`src/rtl/fetch_queue.sv`:
```
// Instruction-fetch front end: sequential PC generation, bounded in-flight ibus requests, DEPTH-entry
// instruction FIFO and redirect handling. Optional same-cycle response bypass: FETCHQ_BYPASS_EN.
module fetch_queue #(
  parameter int          DEPTH    = 4,
  parameter int          MAX_OUT  = 2,
  parameter logic [31:0] RESET_PC = 32'hbfc0_0000
) (
  input  logic                     clk,
  input  logic                     resetn,
  output logic                     ireq_valid,
  output logic [31:0]              ireq_addr,
  input  logic                     iresp_addr_ok,
  input  logic                     iresp_data_ok,
  input  logic [31:0]              iresp_data,
  input  logic                     redirect_valid,
  input  logic [31:0]              redirect_pc,
  output logic                     out_valid,
  input  logic                     out_ready,
  output logic [31:0]              out_instr,
  output logic [31:0]              out_pc,
  output logic [$clog2(DEPTH):0]   occupancy
);

  localparam int PW = $clog2(DEPTH);
  localparam int CW = PW + 1;
  localparam int IW = $clog2(MAX_OUT) + 1;
  localparam int QW = (MAX_OUT > 1) ? $clog2(MAX_OUT) : 1;

  logic [31:0]   r_pc;
  logic          r_req_valid;
  logic [31:0]   r_req_addr;
  logic          r_stale;
  logic [IW-1:0] r_inflight;
  logic [IW-1:0] r_discard;
  logic [CW-1:0] r_count;
  logic [PW-1:0] r_wptr;
  logic [PW-1:0] r_rptr;
  logic [QW-1:0] r_ifq_wp;
  logic [QW-1:0] r_ifq_rp;
  logic [31:0]   r_ifq [MAX_OUT];
  logic [31:0]   r_fifo_data [DEPTH];
  logic [31:0]   r_fifo_pc [DEPTH];

  logic          w_accept;
  logic          w_resp;
  logic          w_drop;
  logic          w_byp;
  logic          w_push;
  logic          w_pop;
  logic [31:0]   w_head_pc;
  logic [31:0]   w_redirect_pc;
  logic [31:0]   w_pc_next;
  logic [IW-1:0] w_inflight_next;
  logic [IW-1:0] w_discard_next;
  logic [CW-1:0] w_count_next;
  logic          w_credit;
  logic          w_hold;

  function automatic logic [QW-1:0] ifq_inc(input logic [QW-1:0] p);
    return (p == QW'(MAX_OUT - 1)) ? '0 : p + 1'b1;
  endfunction

  assign w_accept      = r_req_valid & iresp_addr_ok;
  assign w_resp        = iresp_data_ok & (r_inflight != '0);
  assign w_drop        = w_resp & (redirect_valid | (r_discard != '0));
  assign w_head_pc     = r_ifq[r_ifq_rp];
  assign w_redirect_pc = redirect_pc & ~32'h3;
  assign w_hold        = r_req_valid & ~iresp_addr_ok;
  assign w_pop         = (r_count != '0) & out_ready;

`ifdef FETCHQ_BYPASS_EN
  assign w_byp     = w_resp & (r_count == '0) & (r_discard == '0) & ~redirect_valid;
  assign out_valid = (r_count != '0) | w_byp;
  assign out_instr = (r_count != '0) ? r_fifo_data[r_rptr] : (w_byp ? iresp_data : 32'h0);
  assign out_pc    = (r_count != '0) ? r_fifo_pc[r_rptr] : (w_byp ? w_head_pc : 32'h0);
`else
  assign w_byp     = 1'b0;
  assign out_valid = (r_count != '0);
  assign out_instr = out_valid ? r_fifo_data[r_rptr] : 32'h0;
  assign out_pc    = out_valid ? r_fifo_pc[r_rptr] : 32'h0;
`endif

  assign w_push     = w_resp & ~w_drop & ~(w_byp & out_ready);
  assign ireq_valid = r_req_valid;
  assign ireq_addr  = r_req_addr;
  assign occupancy  = r_count;

  always_comb begin
    w_inflight_next = r_inflight + IW'(w_accept) - IW'(w_resp);
    w_count_next    = redirect_valid ? '0 : r_count + CW'(w_push) - CW'(w_pop);
    // A stale held request joins the discard budget only when the bus finally accepts it.
    if (redirect_valid)
      w_discard_next = w_inflight_next;
    else
      w_discard_next = r_discard - IW'(w_resp & (r_discard != '0)) + IW'(w_accept & r_stale);
    if (redirect_valid)
      w_pc_next = w_redirect_pc;
    else if (w_accept & ~r_stale)
      w_pc_next = r_pc + 32'd4;
    else
      w_pc_next = r_pc;
    w_credit = (int'(w_inflight_next) < MAX_OUT) &&
               (int'(w_inflight_next) + int'(w_count_next) < DEPTH);
  end

  always_ff @(posedge clk or negedge resetn) begin
    if (!resetn) begin
      r_pc        <= RESET_PC;
      r_req_valid <= 1'b0;
      r_req_addr  <= 32'h0;
      r_stale     <= 1'b0;
      r_inflight  <= '0;
      r_discard   <= '0;
      r_count     <= '0;
      r_wptr      <= '0;
      r_rptr      <= '0;
      r_ifq_wp    <= '0;
      r_ifq_rp    <= '0;
    end else begin
      r_pc       <= w_pc_next;
      r_inflight <= w_inflight_next;
      r_discard  <= w_discard_next;
      r_count    <= w_count_next;
      if (w_hold) begin
        r_stale <= r_stale | redirect_valid;
      end else begin
        r_req_valid <= w_credit;
        r_req_addr  <= w_pc_next;
        r_stale     <= 1'b0;
      end
      if (w_accept) r_ifq_wp <= ifq_inc(r_ifq_wp);
      if (w_resp)   r_ifq_rp <= ifq_inc(r_ifq_rp);
      if (redirect_valid) begin
        r_wptr <= '0;
        r_rptr <= '0;
      end else begin
        if (w_push) r_wptr <= r_wptr + 1'b1;
        if (w_pop)  r_rptr <= r_rptr + 1'b1;
      end
    end
  end

  always_ff @(posedge clk) begin
    if (w_accept) r_ifq[r_ifq_wp] <= r_req_addr;
    if (w_push) begin
      r_fifo_data[r_wptr] <= iresp_data;
      r_fifo_pc[r_wptr]   <= w_head_pc;
    end
  end

  // A response with nothing outstanding is a bus protocol violation; the logic above ignores it.
  assert property (@(posedge clk) disable iff (!resetn) !(iresp_data_ok && (r_inflight == '0)));

endmodule

```
`config.mk`:
```
export PLATFORM = sky130hd
export DESIGN_NAME = fetch_queue
export DESIGN_NICKNAME = d
export VERILOG_FILES = /design/src/rtl/fetch_queue.sv
export SDC_FILE = /design/constraint.sdc
export NUM_CORES = 1
export LEC_CHECK = 0
export CAP_MARGIN = 25
export CORE_MARGIN = 3
export CORE_UTILIZATION = 45
export DETAILED_ROUTE_END_ITERATION = 8
export GPL_ROUTABILITY_DRIVEN = 0
export PLACE_DENSITY_LB_ADDON = 0.08
export SLEW_MARGIN = 20
export SYNTH_ARGS = -nofsm -noshare
export SYNTH_HDL_FRONTEND = slang
export SYNTH_SLANG_ARGS = --single-unit
export TNS_END_PERCENT = 30
```
`constraint.sdc`:
```
create_clock -name clk -period 7.4 [get_ports clk]
set_input_delay 1.11 -clock clk [delete_from_list [all_inputs] [get_ports clk]]
set_output_delay 1.11 -clock clk [all_outputs]
set_load 0.01 [all_outputs]
```
**Word-level counts from Yosys, hierarchy flattened**

Memory sizes are Yosys's and may differ from the RTL's.
Index checks and enable logic that the tools add are counted.

- Logic and storage cells: 65
- RAM bits: 320
- Output and inout bits: 101
- Flip-flop bits (word level): 79
- Memories kept: 3
- Bits of input ports: 70

Memory list:

| memory | depth | bits a word | rd ports | clocked after memory_dff | write ports | RTL line | source |
|---|---|---|---|---|---|---|---|
| r_fifo_data | 4 | 32 | 1 | 0 | 1 | 41 | `logic [31:0] r_fifo_data [DEPTH];` |
| r_fifo_pc | 4 | 32 | 1 | 0 | 1 | 42 | `logic [31:0] r_fifo_pc [DEPTH];` |
| r_ifq | 2 | 32 | 1 | 0 | 1 | 40 | `logic [31:0] r_ifq [MAX_OUT];` |

- Reductions and logical operators: 6
- Bitwise gates (word level): 14
- Order comparisons: 2
- Add/sub/neg operators: 12
- Mux-type cells: 17

Operator list:

| cell | count |
|---|---|
| $mux W32 | 4 |
| $add A32 B3 Y32 const B | 1 |
| $mux W2 | 5 |
| $and A1 B1 Y1 | 9 |
| $reduce_bool A2 Y1 | 4 |
| $mux W1 | 7 |
| $add A2 B1 Y2 | 2 |
| $add A2 B1 Y2 const B | 2 |
| $add A2 B3 Y4 | 1 |
| $lt A4 B3 Y1 const B | 1 |
| $sub A2 B1 Y2 | 2 |
| $add A3 B1 Y3 | 1 |
| $mux W3 | 1 |
| $not A1 Y1 | 3 |
| $reduce_bool A3 Y1 | 1 |
| $sub A3 B1 Y3 | 1 |
| $add A1 B1 Y1 const B | 2 |
| $lt A2 B2 Y1 const B | 1 |
| $or A1 B1 Y1 | 2 |
| $logic_and A1 B1 Y1 | 1 |

**Logic depth before layout (Yosys ltp)**

Gate-level depths: netlist of run 1.

- Depth after elaboration: 11
- Gate-level depth with buffers: 13
- Mapped depth without buffers: 13

**Least setup slack after synthesis of run 1**

Ideal clock, no wire load.

- Kind: input-to-reg
- Start: in redirect_valid
- End: mem r_fifo_data[0][0], enable pin
- Path slack: 3.736 ns
- Library setup time: 0.429 ns
- Cell stages on the path: 4
- Path buffers: 2
- Arrival time: 3.235 ns
- Data required time: 6.971 ns
- Path through: clkbuf_1 > clkbuf_1 > nor2_1 > and2_1

- Word-level cells in the longest chain between the ends: 6

Ends and longest elaborated chain:

| element | RTL line | source |
|---|---|---|
| from (decl) | 15 | `input logic redirect_valid,` |
| $or A1 B1 Y1 | 65 | `assign w_drop = w_resp & (redirect_valid \| (r_discard != '0));` |
| $and A1 B1 Y1 | 65 |  |
| $not A1 Y1 | 83 | `assign w_push = w_resp & ~w_drop & ~(w_byp & out_ready);` |
| $and A1 B1 Y1 | 83 |  |
| $mux W1 | 145 | `if (w_push) begin` |
| $mux W1 (not written as such) | 146 | `r_fifo_data[r_wptr] <= iresp_data;` |
| to (decl) | 41 |  |

Every way passes these cells.

**Worst setup path in the final report of run 1**

- Start: reg r_rptr[0]
- End: out out_instr[28]

- Word-level cells in the longest chain between the ends: 2

Ends and longest elaborated chain:

| element | RTL line | source |
|---|---|---|
| from (decl) | 37 | `logic [PW-1:0] r_rptr;` |
| from (signal assigned) | 138 | `if (w_pop) r_rptr <= r_rptr + 1'b1;` |
| $mem_v2 Z4 W32 | n/a |  |
| $mux W32 | 79 | `assign out_instr = out_valid ? r_fifo_data[r_rptr] : 32'h0;` |
| to (decl) | 19 | `output logic [31:0] out_instr,` |

Every way passes these cells.

==> impl_results.md, run 1 <==
- CP required: 6290 ps
- IO Port Bufs: 168
- First-pass GRT wire length: 50700 µm
- CP Launch Point: r_rptr[0]$_DFFE_PN0P_
- Critical path data arrival time: 2990 ps
- Fin crit share: 0.554
- Synthesis-to-layout area growth: 23.1%
- Crit-path max FO: 23
- Setup TNS: 0 ps
- Mean Syn Cell Area: 18.3 µm²
- Detailed-route via count: 8156
- Clk slew on worst S/H paths: 60 ps
- Nets@finish: 1143
- FF-to-FF Start: occupancy[1]$_DFF_PN0_
- Post-layout util: 0.565
- Crit path cell chain: buf_4, mux4_2, and2_1, clkdlybuf4s50_1
- Synth unique cells: 50
- Layout Cells excl Fill: 1549
- CP endpoint kind: primary output
- Hold Vio Cnt, Final: 0
- Number of DRC markers in iteration 0: 387
- Share of power burned in registers: 0.427
- TritonCTS Buffers: 43
- CTS max path bufs: 3
- Total Routed Length: 32100 µm
- Initial core utilization: 0.459
- Hold-fix buffers, CTS: 0
- Clock sink count: 399
- Number of global-route vias before repair: 8597
- Total of max-cap violations: 0
- Routed Antenna Nets: 0
- Async set-reset flop share out of synthesis: 0.198
- Die Y: 194 µm
- Final critical delay including setup and external delays: 4100 ps
- Post-synthesis cell area: 16000 µm²
- Number of antenna violations at the first check in global routing: 1
- Post-CTS Setup Bufs: 0
- Fin Hold WS: 499 ps
- Outcome: complete, no violations
- Fillcell total: 2690
- Kind of critical path: flip-flop to primary output
- Worst hold start: ireq_addr[8]$_DFFE_PN0N_
- Clock Power Share: 0.301
- Clock latency on the worst-skew pair: 530 ps
- Synth area leader: edfxtp_1
- Die width: 194 µm
- Drt pass-1 iters: 5
- FP Rows: 68
- Largest delay share family, worst path: buffers and inverters
- Ys Warns: 0
- Detail Placement HPWL: 19900 µm
- Clk Tree Root Cell: clkbuf_16
- Fmax: 244 MHz
- Post-Syn Instances: 873
- Relative slew margins: 0.408
- Crit start category: flip-flop
- Synthesized Nets: 956
- Slew Limit Fails: 0
- Area of the multi-input gates: 4200 µm²
- DRC violations left: 0
- Clk_skew: 17.7 ps
- Final Setup Violations: 0
- Post-synth EDFFs: 320
- Net Switching: 0.00189 W
- CTS tree: built
- VDD IR max: 0.198 mV
- Core area: 34800 µm²
- Ys flop type: edfxtp_1
- Largest cells by area after synthesis: edfxtp_1 (60%), dfrtp_1 (11%), mux4_2 (9.0%)
- Placed Cells incl. Taps: 1468
- Switching Share: 0.269
- I/O pin count: 171
- Register Area: 11600 µm²
- Ant. Diodes: 0
- Logic pwr share: 0.272
- Area share of the largest cell type after synthesis: 0.601
- Gr ovfl total: 0
- Largest net degree at the start of global routing: 66
- Worst Tran Pin Value: 882 ps
- Leakage: 6.76 nW
- Total track usage: 0.171
- Via density per instance: 5.27
- Sequential area share after synthesis: 0.725
- Buf/Inv on CP: 2
- Cell Pwr Density: 356 nW/µm²
- CP peak stage delay: 730 ps
- Layout cells sized above 1: 0.216
- RSZ-0062 raised after global routing: false
- CTS H-Tree Depth: 2
- Int Pwr: 0.00512 W
- Worst path slowest cell: dfrtp_4
- WL/cell: 20.7 µm
- PostCTS Resize Cnt: 0
- Die Area: 37800 µm²
- Worst Hold Class: flip-flop to flip-flop
- #FFs+latches synth: 399
power groups by stage:
stage	clock network (W)	registers (W)	logic, W
finish	0.00211	0.00299	0.00191
global route	0.00226	0.00302	0.00209
CTS	0.00218	0.00305	0.00190
detailed placement	0	0.00309	0.00190
global placement	0	0.00308	0.00188
floorplan	0	0.00296	0.00110
cells in the final DEF (no fill, tap or decap), drive strengths merged, types with 9 or more instances in the layout:
cell and instances:
edfxtp 320, clkdlybuf4s50 166, and2 72, dfrtp 70, mux4 64, clkbuf 61
mux2 56, xnor2 31, nand2 30, and3 27, nor2 25, nand4 21
buf 18, a221o 13, ha 12, o21ai 12, clkinv 12, inv 10
nand3 10, dfstp 9
sequential cells by signal, summed over array words and instances, names as in the netlist:
register,count
r_pc,32
r_wptr,2
r_ifq_rp,1
occupancy,3
r_fifo_pc,128
r_stale,1
r_fifo_data,128
r_inflight,2
r_ifq_wp,1
r_ifq,64
r_rptr,2
ireq_valid,1
r_discard,2
ireq_addr,32
synthesized netlist by cell type (all sizes together), types with 2 or more instances:
cell	instances
dfrtp	70
or4	3
o21ai	12
a221oi	2
and3	27
ha	12
buf	10
and2	72
or3	2
mux2	56
nor2b	5
nand3	10
a21oi	7
nor3	3
mux4	64
o31ai	2
nand2	30
nor2	25
xor2	7
xnor2	31
a221o	13
nand4	21
nor4	4
edfxtp	320
inv	10
mux2i	2
nand4b	2
dfstp	9
clkbuf	32
kinds of logic (layout without fill, tap and decap cells):
logic type | after synthesis | in the layout | share of synthesized area
flops | 399 | 399 | 0.725
buf+inv | 52 | 273 | 0.0131
simple gates | 207 | 207 | 0.0794
mux | 122 | 122 | 0.131
xor+xnor | 38 | 38 | 0.0208
fa+ha+maj | 13 | 13 | 0.0106
compound gates | 42 | 42 | 0.0198
area by class of cell:
cell class                      instances  share of cell area
Clock buffer                           61              0.0639
Clock inverter                         18             0.00871
Inverter                               10             0.00191
Multi-Input combinational cell        422               0.214
Sequential cell                       399               0.590
Tap cell                              455              0.0289
Timing Repair Buffer                  184              0.0931
final timing paths:
kind,end,slack (ps),cells past startpoint
worst max-delay path,out_instr[28],3300,4
worst min-delay path,r_ifq[1][8]$_DFFE_PP_,500,0
worst max register to register,ireq_valid$_DFFE_PN0N_,3810,11
worst min register to register,r_ifq[1][8]$_DFFE_PP_,500,0
max in group asynchronous,r_pc[3]$_DFF_PN0_,5910,2
min in group asynchronous,r_pc[16]$_DFF_PN0_,510,1
metal layers:
metal | part of all wire | GRT usage
met1 | 0.44 | 0.237
met2 | 0.49 | 0.285
met5 | 0.00062 | 0
met3 | 0.048 | 0.0329
met4 | 0.016 | 0.0396
through the flow:
stage / total power [W] / cell area, µm² / setup slack (ps)
floorplan: 0.00406 / 16000 / 3740
global placement: 0.00497 / 18200 / 3060
detailed placement: 0.00499 / 18200 / 3040
CTS: 0.00713 / 19600 / 2780
global route: 0.00737 / 19700 / 3100
finish: 0.00700 / 19700 / 3300
(Power assumes the default switching activity.)
==> inputs of run 2 (changes only) <==
==> constraint.sdc (replaced) <==
create_clock -name clk -period 3.4 [get_ports clk]
set_input_delay 0.51 -clock clk [delete_from_list [all_inputs] [get_ports clk]]
set_output_delay 0.51 -clock clk [all_outputs]
set_load 0.01 [all_outputs]
==> run 2 against run 1 <==
Net effect:
- routed wire length rose by 5.6%
- non-clock buffer count rose by 18
- critical path type unchanged
- register-to-register slack got worse by 3400 ps
- core utilization rose by 0.51 points
- worst hold slack got worse by 7.7 ps
- final area rose by 0.91%
- global-route usage rose by 0.84 points
- die area did not move
- critical endpoint is now out_pc[7]
- sequential cell count did not move
- highest routed layer unchanged
- clock-buffer cell count fell by 2
==> impl_results.md, run 2 (synthesis gave the netlist of run 1 again) <==
- Clk slew on worst S/H paths: 60 ps
- Hold-fix buffers, CTS: 1
- Area of placed instances: 18500 µm²
- PostCTS Resize Cnt: 0
- Total track usage: 0.180
- Fin crit share: 0.938
- Core area: 34800 µm²
- Reg-to-Reg End: ireq_valid$_DFFE_PN0N_
- Final Setup Violations: 0
- Crit-path max FO: 37
- Ant. Diodes: 0
- Placed Cells incl. Taps: 1487
- Fmax: 314 MHz
- Die Area: 37800 µm²
- Biggest regs: r_fifo_data (128), r_fifo_pc (128), r_ifq (64)
- Clk Tree Root Cell: clkbuf_16
- Slew Limit Fails: 0
- Via density per instance: 5.30
- Die width: 194 µm
- Detail Placement HPWL: 21100 µm
- IO Port Bufs: 168
- Tot Pwr: 0.0153 W
- Relative slew margins: 0.524
- Worst Tran Pin Value: 714 ps
- Logic pwr share: 0.285
- Setup TNS: 0 ps
- Total of max-cap violations: 0
- CTS max path bufs: 3
- Synthesis-to-layout area growth: 24.2%
- Final critical delay including setup and external delays: 3190 ps
- Total Routed Length: 33900 µm
- DRC violations left: 0
- FP Rows: 68
- Layout cells sized above 1: 0.224
- CP required: 2890 ps
- Crit start category: flip-flop
- Critical path data arrival time: 2680 ps
- Share of power burned in registers: 0.421
- CP Launch Point: r_rptr[0]$_DFFE_PN0P_
- Post-CTS Setup Bufs: 0
- Clock Power Share: 0.294
- First-pass GRT wire length: 52500 µm
- Largest net degree at the start of global routing: 66
- Routed Antenna Nets: 0
- Fin Hold WS: 491 ps
- Layout Cells excl Fill: 1564
- Fin area: 19900 µm²
- CTS H-Tree Depth: 2
- Number of antenna violations at the first check in global routing: 1
- Switching Share: 0.274
- Worst Hold Class: flip-flop to flip-flop
- WL/cell: 21.7 µm
- R2R Setup Slk: 380 ps
- Clock latency on the worst-skew pair: 530 ps
- Nets@finish: 1160
- RSZ-0062 raised after global routing: false
- Int Pwr: 0.0111 W
- Kind of critical path: flip-flop to primary output
- Die Y: 194 µm
- CTS tree: built
- Net Switching: 0.00419 W
- Clock sink count: 399
- Clk_skew: 16.2 ps
- Number of global-route vias before repair: 8805
- Commonest non-fill, non-tap cell in the layout: edfxtp_1
- I/O pin count: 171
- TritonCTS Buffers: 42
- Most frequent cells in the layout: edfxtp_1 (320), clkdlybuf4s50_1 (166), and2_1 (68), dfrtp_1 (68), mux4_2 (64)
- Cell Pwr Density: 770 nW/µm²
- Leakage: 6.83 nW
- Number of DRC markers in iteration 0: 448
- Initial core utilization: 0.459
- Drt pass-1 iters: 5
- FF-to-FF path depth: 10
- VDD IR max: 0.377 mV
- Hold Vio Cnt, Final: 0
- Detailed-route via count: 8296
- CP endpoint kind: primary output
- FF-to-FF Start: occupancy[1]$_DFF_PN0_
- Outcome: complete, no violations
- Gr ovfl total: 0
- CP Capture Point: out_pc[7]
## run 2: cell types whose count changed in the layout (fill, tap and decap cells not counted), sizes merged
cell,before,now
buf,18,35
bufinv,3,4
clkbuf,61,59
clkinv,12,7
dlygate4sd3,0,1
inv,10,13
## run 2: worst min-delay path by stage
stage,end,slack [ps],cells past startpoint,startpoint
after CTS,r_ifq[0][0]$_DFFE_PP_,490,0,ireq_addr[0]$_DFFE_PN0N_
final,r_ifq[0][5]$_DFFE_PP_,490,0,ireq_addr[5]$_DFFE_PN0N_
after detailed placement,r_ifq[0][0]$_DFFE_PP_,480,0,ireq_addr[0]$_DFFE_PN0N_
after global routing,r_ifq[0][1]$_DFFE_PP_,510,0,ireq_addr[1]$_DFFE_PN0N_
after floorplan,ireq_addr[0]$_DFFE_PN0N_,210,0,resetn
after global placement,r_ifq[0][9]$_DFFE_PP_,480,0,ireq_addr[9]$_DFFE_PN0N_
## run 2: worst max-delay path: stages, from the launching register on
cell             delay [ps]
dfrtp_4                 570
buf_12                  330
mux4_2                  550
and2_1                  180
clkdlybuf4s50_1         480
## run 2: per-layer routing
layer,GRT usage,vias up,wire (µm)
li1,-,3811,-
met1,0.246,4238,14600
met2,0.306,195,17200
met3,0.0276,50,1490
met4,0.0423,2,573
met5,0,-,12
## run 2: cell type report
cell class                 count  area, µm²
fill                        2744      14900
multi-input combinational    422       4210
clock buffer                  59       1150
sequential                   399      11600
clock inverter                17        211
tap                          455        569
timing repair buffer         202       2070
inverter                      10       37.5
## run 2: power by group through the flow
| stage | sequential [W] | clock [W] | combinational (W) |
|---|---|---|---|
| after CTS | 0.00645 | 0.00461 | 0.00448 |
| after detailed placement | 0.00654 | 0 | 0.00445 |
| after global routing | 0.00651 | 0.00479 | 0.00473 |
| final | 0.00644 | 0.00449 | 0.00436 |
| after global placement | 0.00653 | 0 | 0.00443 |
| after floorplan | 0.00645 | 0 | 0.00239 |
## run 2: stage by stage
step / setup slack, ps / utilization
floorplan: 336 / -
detailed placement: -12.1 / 0.531
global placement: 46.7 / 0.531
finish: 211 / 0.571
global route: 74.6 / 0.571
CTS: 140 / 0.571
